===== src/rtl/alu_rs_pkg.sv =====
// alu_rs_pkg: shared widths, ALU opcode encoding and the reservation-station
// entry layout used by alu_rs and its testbench.
package alu_rs_pkg;

  localparam int OP_W   = 6;
  localparam int TAG_W  = 4;
  localparam int DATA_W = 32;
  localparam int PC_W   = 32;

  // Shared opcode encoding (ALU class). The RS never decodes these; they are
  // carried through to the ALU untouched.
  localparam logic [OP_W-1:0] OP_ADD  = 6'h00;
  localparam logic [OP_W-1:0] OP_SUB  = 6'h01;
  localparam logic [OP_W-1:0] OP_AND  = 6'h02;
  localparam logic [OP_W-1:0] OP_OR   = 6'h03;
  localparam logic [OP_W-1:0] OP_XOR  = 6'h04;
  localparam logic [OP_W-1:0] OP_SLL  = 6'h05;
  localparam logic [OP_W-1:0] OP_SRL  = 6'h06;
  localparam logic [OP_W-1:0] OP_SRA  = 6'h07;
  localparam logic [OP_W-1:0] OP_SLT  = 6'h08;
  localparam logic [OP_W-1:0] OP_SLTU = 6'h09;

  typedef struct packed {
    logic              busy;
    logic [OP_W-1:0]   op;
    logic [DATA_W-1:0] v1;
    logic [DATA_W-1:0] v2;
    logic [TAG_W-1:0]  q1;
    logic [TAG_W-1:0]  q2;
    logic              q1_busy;
    logic              q2_busy;
    logic [DATA_W-1:0] imm;
    logic [PC_W-1:0]   pc;
    logic [TAG_W-1:0]  dest;
  } rs_entry_t;

endpackage


===== src/rtl/alu_rs_if.sv =====
// alu_rs_if: decode-issue, CDB, flush and ALU-dispatch signals of the ALU
// reservation station.
//   slave  : the reservation station (consumes issue/CDB/flush, drives
//            is_full_to_dec and the *_to_alu dispatch bundle)
//   master : the surrounding pipeline (decoder, CDB, ROB, ALU)
interface alu_rs_if;
  import alu_rs_pkg::*;

  // issue stage
  logic              is_issue_from_dec;
  logic [OP_W-1:0]   op_from_dec;
  logic [DATA_W-1:0] v1_from_dec;
  logic [DATA_W-1:0] v2_from_dec;
  logic              q1_busy_from_dec;
  logic              q2_busy_from_dec;
  logic [TAG_W-1:0]  q1_from_dec;
  logic [TAG_W-1:0]  q2_from_dec;
  logic [DATA_W-1:0] imm_from_dec;
  logic [PC_W-1:0]   pc_from_dec;
  logic [TAG_W-1:0]  dest_from_dec;
  logic              is_full_to_dec;
  // common data bus / ROB
  logic              is_cdb_valid;
  logic [TAG_W-1:0]  cdb_tag;
  logic [DATA_W-1:0] cdb_data;
  logic              is_flush_from_rob;
  // dispatch to ALU
  logic [OP_W-1:0]   op_to_alu;
  logic [DATA_W-1:0] v1_to_alu;
  logic [DATA_W-1:0] v2_to_alu;
  logic [DATA_W-1:0] imm_to_alu;
  logic [PC_W-1:0]   pc_to_alu;
  logic [TAG_W-1:0]  dest_to_alu;
  logic              is_empty_to_alu;

  modport slave (
    input  is_issue_from_dec, op_from_dec, v1_from_dec, v2_from_dec,
           q1_busy_from_dec, q2_busy_from_dec, q1_from_dec, q2_from_dec,
           imm_from_dec, pc_from_dec, dest_from_dec,
           is_cdb_valid, cdb_tag, cdb_data, is_flush_from_rob,
    output is_full_to_dec, op_to_alu, v1_to_alu, v2_to_alu, imm_to_alu,
           pc_to_alu, dest_to_alu, is_empty_to_alu
  );

  modport master (
    output is_issue_from_dec, op_from_dec, v1_from_dec, v2_from_dec,
           q1_busy_from_dec, q2_busy_from_dec, q1_from_dec, q2_from_dec,
           imm_from_dec, pc_from_dec, dest_from_dec,
           is_cdb_valid, cdb_tag, cdb_data, is_flush_from_rob,
    input  is_full_to_dec, op_to_alu, v1_to_alu, v2_to_alu, imm_to_alu,
           pc_to_alu, dest_to_alu, is_empty_to_alu
  );
endinterface


===== src/rtl/alu_rs_select.sv =====
// rs_select: picks one ready reservation-station entry per cycle.
//   i_ready : per-entry ready vector
//   i_age   : per-entry age rank, 0 = oldest (only with RS_AGE_ORDER_EN)
//   o_found : at least one entry is ready
//   o_idx   : chosen entry
// Macro RS_AGE_ORDER_EN: defined -> oldest ready entry wins;
// undefined -> lowest-index ready entry wins.
module rs_select
  import alu_rs_pkg::*;
#(
  parameter int N     = 8,
  parameter int IDX_W = (N > 1) ? $clog2(N) : 1
) (
  input  logic [N-1:0]            i_ready,
`ifdef RS_AGE_ORDER_EN
  input  logic [N-1:0][IDX_W-1:0] i_age,
`endif
  output logic                    o_found,
  output logic [IDX_W-1:0]        o_idx
);

`ifdef RS_AGE_ORDER_EN
  logic [IDX_W-1:0] w_best_age;

  // Ranks of busy entries are unique, so a strict compare never ties.
  always_comb begin
    o_found    = 1'b0;
    o_idx      = '0;
    w_best_age = '0;
    for (int i = 0; i < N; i++) begin
      if (i_ready[i] && (!o_found || (i_age[i] < w_best_age))) begin
        o_found    = 1'b1;
        o_idx      = IDX_W'(i);
        w_best_age = i_age[i];
      end
    end
  end
`else
  always_comb begin
    o_found = 1'b0;
    o_idx   = '0;
    for (int i = N - 1; i >= 0; i--) begin
      if (i_ready[i]) begin
        o_found = 1'b1;
        o_idx   = IDX_W'(i);
      end
    end
  end
`endif

endmodule


===== src/rtl/alu_rs.sv =====
// alu_rs: reservation station in front of the integer ALU. Holds issued
// ALU instructions until both operands are present (captured from the CDB,
// including a same-cycle bypass at issue) and dispatches at most one ready
// instruction per cycle onto registered *_to_alu outputs.
//   clk, rst : clock, synchronous active-high reset
//   bus      : alu_rs_if.slave (issue in, full out, CDB, flush, ALU out)
// Macro RS_AGE_ORDER_EN: defined -> per-entry age ranks, oldest ready
// entry dispatches first; undefined -> lowest-index ready entry first.
module alu_rs
  import alu_rs_pkg::*;
#(
  parameter int RS_SIZE = 8
) (
  input  logic     clk,
  input  logic     rst,
  alu_rs_if.slave  bus
);

  localparam int IDX_W = (RS_SIZE > 1) ? $clog2(RS_SIZE) : 1;

  rs_entry_t          r_ent [RS_SIZE];
  logic [OP_W-1:0]    r_op;
  logic [DATA_W-1:0]  r_v1, r_v2, r_imm;
  logic [PC_W-1:0]    r_pc;
  logic [TAG_W-1:0]   r_dest;
  logic               r_empty;

  logic [RS_SIZE-1:0] w_busy, w_ready;
  logic               w_full, w_issue, w_found;
  logic [IDX_W-1:0]   w_sel, w_free;
  logic               w_hit1, w_hit2;
  rs_entry_t          w_new;

  always_comb begin
    for (int i = 0; i < RS_SIZE; i++) begin
      w_busy[i]  = r_ent[i].busy;
      w_ready[i] = r_ent[i].busy && !r_ent[i].q1_busy && !r_ent[i].q2_busy;
    end
  end

  // Full looks only at current busy bits: a slot vacated by this cycle's
  // dispatch is not offered to the issue stage until next cycle.
  assign w_full  = &w_busy;
  assign w_issue = bus.is_issue_from_dec && !w_full;

  // lowest-index free slot
  always_comb begin
    w_free = '0;
    for (int i = RS_SIZE - 1; i >= 0; i--)
      if (!w_busy[i]) w_free = IDX_W'(i);
  end

  // New entry, with operands captured straight off the CDB when the tag
  // being broadcast this cycle is the one the instruction waits on.
  always_comb begin
    w_hit1        = bus.is_cdb_valid && bus.q1_busy_from_dec && (bus.q1_from_dec == bus.cdb_tag);
    w_hit2        = bus.is_cdb_valid && bus.q2_busy_from_dec && (bus.q2_from_dec == bus.cdb_tag);
    w_new         = '0;
    w_new.busy    = 1'b1;
    w_new.op      = bus.op_from_dec;
    w_new.v1      = w_hit1 ? bus.cdb_data : bus.v1_from_dec;
    w_new.v2      = w_hit2 ? bus.cdb_data : bus.v2_from_dec;
    w_new.q1      = bus.q1_from_dec;
    w_new.q2      = bus.q2_from_dec;
    w_new.q1_busy = bus.q1_busy_from_dec && !w_hit1;
    w_new.q2_busy = bus.q2_busy_from_dec && !w_hit2;
    w_new.imm     = bus.imm_from_dec;
    w_new.pc      = bus.pc_from_dec;
    w_new.dest    = bus.dest_from_dec;
  end

`ifdef RS_AGE_ORDER_EN
  // Rank = number of older busy entries; busy ranks are always 0..cnt-1.
  logic [RS_SIZE-1:0][IDX_W-1:0] r_age;
  logic [IDX_W:0]                w_cnt;
  logic [IDX_W-1:0]              w_new_age;

  always_comb begin
    w_cnt = '0;
    for (int i = 0; i < RS_SIZE; i++)
      w_cnt = w_cnt + (IDX_W+1)'(w_busy[i]);
    // issue is only accepted when not full, so this fits in IDX_W bits
    w_new_age = IDX_W'(w_cnt - (IDX_W+1)'(w_found));
  end

  always_ff @(posedge clk) begin
    if (rst || bus.is_flush_from_rob) begin
      r_age <= '0;
    end else begin
      for (int i = 0; i < RS_SIZE; i++)
        if (w_found && (r_age[i] > r_age[w_sel]))
          r_age[i] <= r_age[i] - IDX_W'(1);
      if (w_issue) r_age[w_free] <= w_new_age;
    end
  end

  rs_select #(.N(RS_SIZE), .IDX_W(IDX_W)) u_sel (
    .i_ready (w_ready),
    .i_age   (r_age),
    .o_found (w_found),
    .o_idx   (w_sel)
  );
`else
  rs_select #(.N(RS_SIZE), .IDX_W(IDX_W)) u_sel (
    .i_ready (w_ready),
    .o_found (w_found),
    .o_idx   (w_sel)
  );
`endif

  always_ff @(posedge clk) begin
    if (rst) begin
      for (int i = 0; i < RS_SIZE; i++) r_ent[i] <= '0;
      r_empty <= 1'b1;
      r_op    <= '0;
      r_v1    <= '0;
      r_v2    <= '0;
      r_imm   <= '0;
      r_pc    <= '0;
      r_dest  <= '0;
    end else if (bus.is_flush_from_rob) begin
      for (int i = 0; i < RS_SIZE; i++) r_ent[i].busy <= 1'b0;
      r_empty <= 1'b1;
    end else begin
      // wakeup; the issuing slot is not busy so this never overlaps issue
      for (int i = 0; i < RS_SIZE; i++) begin
        if (r_ent[i].busy && bus.is_cdb_valid) begin
          if (r_ent[i].q1_busy && (r_ent[i].q1 == bus.cdb_tag)) begin
            r_ent[i].v1      <= bus.cdb_data;
            r_ent[i].q1_busy <= 1'b0;
          end
          if (r_ent[i].q2_busy && (r_ent[i].q2 == bus.cdb_tag)) begin
            r_ent[i].v2      <= bus.cdb_data;
            r_ent[i].q2_busy <= 1'b0;
          end
        end
      end
      // dispatch; data outputs hold when nothing is ready
      r_empty <= !w_found;
      if (w_found) begin
        r_ent[w_sel].busy <= 1'b0;
        r_op   <= r_ent[w_sel].op;
        r_v1   <= r_ent[w_sel].v1;
        r_v2   <= r_ent[w_sel].v2;
        r_imm  <= r_ent[w_sel].imm;
        r_pc   <= r_ent[w_sel].pc;
        r_dest <= r_ent[w_sel].dest;
      end
      if (w_issue) r_ent[w_free] <= w_new;
    end
  end

  assign bus.is_full_to_dec  = w_full;
  assign bus.is_empty_to_alu = r_empty;
  assign bus.op_to_alu       = r_op;
  assign bus.v1_to_alu       = r_v1;
  assign bus.v2_to_alu       = r_v2;
  assign bus.imm_to_alu      = r_imm;
  assign bus.pc_to_alu       = r_pc;
  assign bus.dest_to_alu     = r_dest;

endmodule


===== src/flat_wrapper.sv =====
// flat-port wrapper written by rule: the top's interface ports become plain ports
module alu_rs_flat import alu_rs_pkg::*;
#(
  parameter int RS_SIZE = 8
)
  (clk, rst, bus_is_issue_from_dec, bus_op_from_dec, bus_v1_from_dec, bus_v2_from_dec, bus_q1_busy_from_dec, bus_q2_busy_from_dec, bus_q1_from_dec, bus_q2_from_dec, bus_imm_from_dec, bus_pc_from_dec, bus_dest_from_dec, bus_is_cdb_valid, bus_cdb_tag, bus_cdb_data, bus_is_flush_from_rob, bus_is_full_to_dec, bus_op_to_alu, bus_v1_to_alu, bus_v2_to_alu, bus_imm_to_alu, bus_pc_to_alu, bus_dest_to_alu, bus_is_empty_to_alu);
  alu_rs_if bus_i ();
  input  logic clk;
  input  logic rst;
  input wire logic [$bits(bus_i.is_issue_from_dec)-1:0] bus_is_issue_from_dec;
  input wire logic [$bits(bus_i.op_from_dec)-1:0] bus_op_from_dec;
  input wire logic [$bits(bus_i.v1_from_dec)-1:0] bus_v1_from_dec;
  input wire logic [$bits(bus_i.v2_from_dec)-1:0] bus_v2_from_dec;
  input wire logic [$bits(bus_i.q1_busy_from_dec)-1:0] bus_q1_busy_from_dec;
  input wire logic [$bits(bus_i.q2_busy_from_dec)-1:0] bus_q2_busy_from_dec;
  input wire logic [$bits(bus_i.q1_from_dec)-1:0] bus_q1_from_dec;
  input wire logic [$bits(bus_i.q2_from_dec)-1:0] bus_q2_from_dec;
  input wire logic [$bits(bus_i.imm_from_dec)-1:0] bus_imm_from_dec;
  input wire logic [$bits(bus_i.pc_from_dec)-1:0] bus_pc_from_dec;
  input wire logic [$bits(bus_i.dest_from_dec)-1:0] bus_dest_from_dec;
  input wire logic [$bits(bus_i.is_cdb_valid)-1:0] bus_is_cdb_valid;
  input wire logic [$bits(bus_i.cdb_tag)-1:0] bus_cdb_tag;
  input wire logic [$bits(bus_i.cdb_data)-1:0] bus_cdb_data;
  input wire logic [$bits(bus_i.is_flush_from_rob)-1:0] bus_is_flush_from_rob;
  output wire logic [$bits(bus_i.is_full_to_dec)-1:0] bus_is_full_to_dec;
  output wire logic [$bits(bus_i.op_to_alu)-1:0] bus_op_to_alu;
  output wire logic [$bits(bus_i.v1_to_alu)-1:0] bus_v1_to_alu;
  output wire logic [$bits(bus_i.v2_to_alu)-1:0] bus_v2_to_alu;
  output wire logic [$bits(bus_i.imm_to_alu)-1:0] bus_imm_to_alu;
  output wire logic [$bits(bus_i.pc_to_alu)-1:0] bus_pc_to_alu;
  output wire logic [$bits(bus_i.dest_to_alu)-1:0] bus_dest_to_alu;
  output wire logic [$bits(bus_i.is_empty_to_alu)-1:0] bus_is_empty_to_alu;
  assign bus_i.is_issue_from_dec = bus_is_issue_from_dec;
  assign bus_i.op_from_dec = bus_op_from_dec;
  assign bus_i.v1_from_dec = bus_v1_from_dec;
  assign bus_i.v2_from_dec = bus_v2_from_dec;
  assign bus_i.q1_busy_from_dec = bus_q1_busy_from_dec;
  assign bus_i.q2_busy_from_dec = bus_q2_busy_from_dec;
  assign bus_i.q1_from_dec = bus_q1_from_dec;
  assign bus_i.q2_from_dec = bus_q2_from_dec;
  assign bus_i.imm_from_dec = bus_imm_from_dec;
  assign bus_i.pc_from_dec = bus_pc_from_dec;
  assign bus_i.dest_from_dec = bus_dest_from_dec;
  assign bus_i.is_cdb_valid = bus_is_cdb_valid;
  assign bus_i.cdb_tag = bus_cdb_tag;
  assign bus_i.cdb_data = bus_cdb_data;
  assign bus_i.is_flush_from_rob = bus_is_flush_from_rob;
  assign bus_is_full_to_dec = bus_i.is_full_to_dec;
  assign bus_op_to_alu = bus_i.op_to_alu;
  assign bus_v1_to_alu = bus_i.v1_to_alu;
  assign bus_v2_to_alu = bus_i.v2_to_alu;
  assign bus_imm_to_alu = bus_i.imm_to_alu;
  assign bus_pc_to_alu = bus_i.pc_to_alu;
  assign bus_dest_to_alu = bus_i.dest_to_alu;
  assign bus_is_empty_to_alu = bus_i.is_empty_to_alu;
  alu_rs #(.RS_SIZE(RS_SIZE)) u_core (.clk(clk), .rst(rst), .bus(bus_i));
endmodule

===== config.mk =====
export PLATFORM = sky130hd
export DESIGN_NAME = alu_rs_flat
export DESIGN_NICKNAME = d
export VERILOG_FILES = /design/src/rtl/alu_rs_pkg.sv /design/src/rtl/alu_rs_if.sv /design/src/rtl/alu_rs_select.sv /design/src/rtl/alu_rs.sv /design/src/flat_wrapper.sv
export SDC_FILE = /design/constraint.sdc
export NUM_CORES = 2
export LEC_CHECK = 0
export ABC_AREA = 1
export CAP_MARGIN = 25
export CORE_UTILIZATION = 65
export DETAILED_ROUTE_END_ITERATION = 8
export PLACE_DENSITY = 0.85
export RECOVER_POWER = 100
export SLEW_MARGIN = 20
export SYNTH_ARGS = -nofsm -noshare
export SYNTH_HDL_FRONTEND = slang
export SYNTH_SLANG_ARGS = --single-unit

===== constraint.sdc =====
create_clock -name clk -period 12.15 [get_ports clk]
set_input_delay 1.8225 -clock clk [delete_from_list [all_inputs] [get_ports clk]]
set_output_delay 1.8225 -clock clk [all_outputs]
set_load 0.005 [all_outputs]

; ---- Word level (Yosys, flattened, before mapping)
; Memory sizes are Yosys's and may differ from the RTL's. A register that Yosys moved wholly into a read port is not among the register bits.
; Index checks and enable logic that the tools add are counted.
[totals]
ff_bits = 1
ram_bits = 1192
inputBits = 189
out_inout_bits = 140
elab_cells = 290
n_memories = 1
[memory_table]
columns = memory, depth, word_bits, rd, rd_clocked_by_memory_dff, write_ports, line_no
row1 = u_core.r_ent, 8, 149, 9, 1, 10, alu_rs.sv:21  ; rs_entry_t r_ent [RS_SIZE];
[classes]
eq_ne = 18
mux = 159
bitwise_logic = 41
reduce_logical = 70
[op_table]
columns = cell, n
row1 = 32-bit two-way mux, 18
row2 = 1-bit two-way mux, 125
row3 = 4-bit == test, 18
row4 = 3-bit two-way mux, 16
row5 = 1-bit logical AND, 47
row6 = 1-bit OR, 40
row7 = 1-bit zero test, 20
row8 = 8-bit AND reduction, 1
row9 = 2-bit AND reduction, 1
row10 = 2-bit OR reduction, 1
row11 = 1-bit inverter, 1

; ---- Depth between registers and ports, before layout
; An unclocked memory read counts as a cell.
[logic_depth]
ltp_word = 16
depth_mapped = 15
ltp_nobuf = 13

; ---- Hierarchy
; Synthesis repeated with hierarchy kept, for this count alone.
[unflattened]
cells_unflattened = 7381
area_unflattened_um2 = 64356.7
[by_module_without_submodules]
columns = mod, instances, cells_each, area_per_inst_um2, seq_area_each_um2
row1 = alu_rs, 1, 7359, 64257.9, 38496.9
row2 = rs_select, 1, 22, 98.8, 0.0

; ---- Worst setup path before layout
; Ideal clock, no wire load.
[synth_path]
path_type = input to register
startpoint = input bus_is_flush_from_rob
endpoint = memory u_core.r_ent[6][100] in the netlist's numbering, enable pin
setup_time_ps = 392
t_arrival_ps = 5532
required_time_ps = 11758
slack_ps = 6226
cell_stages = 9
path_buffers = 3
path_cell_list = buf_2 > nor2_1 > buf_2 > nand4_1 > nor2_1 > nand2_1 > buf_2 > nand2_1 > or2_1
[synth_lines]
columns = element, line_no
row1 = start: declaration, flat_wrapper.sv:24  ; input wire logic [$bits(bus_i.is_flush_from_rob)-1:0] bus_is_flush_from_rob;
row2 = end: declaration, alu_rs.sv:21

==> results.yml <==
sta:
  max_freq_mhz: 111
  drv_slew: 2512
  tightest_slew_ns: 4.75
  finalWorstPathRequiredPeriod_ns: 9.04
  skew_ns: 0.0297
  setup_viol: 0
  tns_ns: 0
  hold_viol: 0
  maxSlewHeadroom_pct: -217
  rsz0062_at_grt: "no"
  min_period_over_period_pct: 74.4
routing:
  drc: 5
  vias_per_cell: 6.80
  first_pass_iters: 9
  vias: 52300
  drtIter0Drc: 9790
  wl_um: 201000
  wl_per_cell_um: 26.2
  drtAntennaViolNets: 1
setup_path:
  crit_type: "in -> reg"
  end_kind: "register"
  slowest_stage: "clkbuf_1"
  crit_path_max_fanout: 55
  worstPathArrival_ns: 9.36
  path_cells: "dlygate4sd3_1, nor2_1, nand4_1, nor2_1, nand2_1, clkbuf_1, clkbuf_1, o22ai_1"
  start_kind: "input pin"
  worst_ep_required_time_ns: 12.46
  cpPeakStageDelay_ns: 2.83
  crit_family: "buffers and inverters"
  path_buf_inv: 3
power:
  p_per_area_nw_per_um2: 143
  switching_share_pct: 23.1
  p_int_w: 0.00761
  pwr-share-comb_pct: 6.1
  clkPwrFrac_pct: 41.0
  finalPower_w: 0.00990
  p_seq_share_pct: 52.8
  p_leak_nw: 27.3
  ir_worst_vdd_v: 0.000121
  power.net_switching_w: 0.00228
clocking:
  cts_tree: "built"
  clk_path_buf_depth: 3
  cts_buffers: 133
  ctsResizeCount: 0
  cts_max_level: 4
  clkSinkCount: 1331
  cts.hold.buffers_added: 0
  clk_pin_slew_ns: 0.07
  root_buffer: "clkbuf_16"
  cts_setup_buffers: 0
  insertion_delay_ns: 0.76
cells_and_area:
  multi_input_area_sq_um: 18600
  mostFrequentLayoutCell: "edfxtp_1"
  drive_gt1_share_pct: 4.70
  fillCellCount: 6117
  area_growth_pct: 12.1
  layout_common_cells: "edfxtp_1, nand2_1, nor2_1"
  regArea_sq_um: 38500
  fin_nets: 6505
floorplan:
  start_util_pct: 65.8
  ios: 329
  die_x_um: 310
  die_h_um: 310
  dieArea_sq_um: 95900
  core.rowCount: 112
  core-area_sq_um: 93600
job:
  max_cap_viol_count: 59
logic_synthesis:
  synth_area_sq_um: 61600
  seq_area_frac_synth_pct: 62.5
  async_reset_ff_share_pct: 0
  ys_types: 39
  synth_edf_count: 1184
  ys_warn_count: 0
  syn_nets: 6474
  ys_ff_latch: 1331
  avgSynthCellArea_sq_um: 9.80
  synth_ff_type: "edfxtp_1"
  netlist_instances: 6285
worst_hold_path:
  worst_hold_path_type: "reg -> reg"
global_route:
  grt_remaining_overflow: 0
  grt_pass1_wl_um: 296000
  grt_max_degree: 236
  grt_pass1_vias: 51300
  antenna_found_initial: 5
  grt.total_usage_pct: 41.6
status:
  outcome: "finished, violations left"
  violations: "antenna violations, design-rule violations, max-capacitance violations, max-slew violations"
place:
  place_hpwl_um: 108000
  routabilityCongestion: 0.929
  port_buffers: 328
==> power by group through the flow <==
stage	registers, W	logic, W	clock network [W]
after floorplan	0.00531	0.000312	0
after global placement	0.00530	0.000571	0
after detailed placement	0.00531	0.000586	0
after CTS	0.00522	0.000593	0.00402
after global routing	0.00524	0.000634	0.00419
final	0.00523	0.000607	0.00406
==> state kept, by name (all words and copies together) (netlist names) <==
name	count
u_core.bus.is_empty_to_alu	1
u_core.bus.v2_to_alu	32
u_core.r_ent	1192
u_core.bus.dest_to_alu	4
u_core.bus.v1_to_alu	32
u_core.bus.op_to_alu	6
u_core.bus.imm_to_alu	32
u_core.bus.pc_to_alu	32
==> synth_stat cells (8+ instances only) <==
library cell / count / share of area [%]
inv_1: 534 / 3.3
o21ai_4: 22 / 0.58
nor2_1: 857 / 5.2
buf_2: 211 / 1.7
xnor2_1: 12 / 0.17
nand3_1: 850 / 6.9
o21ai_2: 8 / 0.11
a21oi_2: 35 / 0.50
o22ai_1: 524 / 5.3
clkbuf_1: 258 / 1.6
buf_1: 12 / 0.073
edfxtp_1: 1184 / 58
o211ai_1: 8 / 0.098
dfxtp_1: 147 / 4.8
buf_4: 41 / 0.50
a21oi_1: 229 / 1.9
inv_2: 8 / 0.049
nor3_1: 19 / 0.15
xor2_1: 20 / 0.28
clkinv_1: 38 / 0.23
o21ai_0: 57 / 0.46
nand2_1: 978 / 6.0
nand4_1: 199 / 2.0
==> layer usage <==
| layer | share of wire (%) | global-route usage, % | vias to the layer above |
|---|---|---|---|
| li1 | - | - | 22000 |
| met1 | 31 | 51.8 | 24200 |
| met2 | 46 | 65.4 | 5067 |
| met3 | 16 | 9.94 | 1043 |
| met4 | 6.9 | 27.0 | 4 |
| met5 | 0.013 | 0 | - |
==> worst reg2reg max path, delay by kind of cell (launching register included) <==
family / cells / cell delay [ns]
DFF: 1 / 0.38
buffers and inverters: 4 / 5.22
AOI/OAI and AO/OA: 1 / 0.11
and+or+nand+nor: 8 / 2.87
==> logic make-up (layout without fill, tap and decap cells) <==
kind of cell	after synthesis	count (layout)	share of synthesized area [%]
AND/OR/NAND/NOR	2928	2928	20.6
AO/OA/AOI/OAI	891	891	9.04
XOR/XNOR	32	32	0.455
buffers and inverters	1103	1240	7.42
flip-flops	1331	1331	62.5
other	0	8	0
==> layout make-up <==
cell class | instances | share of cell area [%]
Clock inverter | 57 | 0.705
Antenna cell | 8 | 0.0290
Tap cell | 1254 | 2.27
Clock buffer | 184 | 5.40
Inverter | 580 | 3.17
Sequential cell | 1331 | 55.8
Multi-Input combinational cell | 3851 | 26.9
Timing Repair Buffer | 419 | 5.78
==> path summary, 6_finish.rpt <==
path | from | end | slack [ns] | depth (start not counted)
setup / recovery | bus_is_flush_from_rob | u_core.r_ent[6][90] | 3.11 | 8
hold / removal | u_core.bus.dest_to_alu[3] | u_core.bus.dest_to_alu[3] | 0.51 | 2
setup reg to reg | u_core.r_ent[4][68] | u_core.bus.v2_to_alu[7] | 3.31 | 13
hold reg to reg | u_core.bus.dest_to_alu[3] | u_core.bus.dest_to_alu[3] | 0.51 | 2
==> per-stage QoR <==
stage / instance area [sq um] / setup WS, ns / hold WS (ns) / util (%) / instances
3_5_place_dp: 65000 / 5.52 / 0.501 / 69.4 / 7420
5_1_grt: 69000 / 3.22 / 0.529 / 73.7 / 7677
6_report: 69000 / 3.11 / 0.510 / 73.8 / 7684
4_1_cts: 69200 / 6.31 / 0.512 / 73.9 / 7661
2_1_floorplan: 61600 / 6.23 / 0.480 / - / 6285
3_3_place_gp: 64900 / 5.62 / 0.494 / 69.4 / 7418
Note: power is estimated with default switching activity, not from simulation.
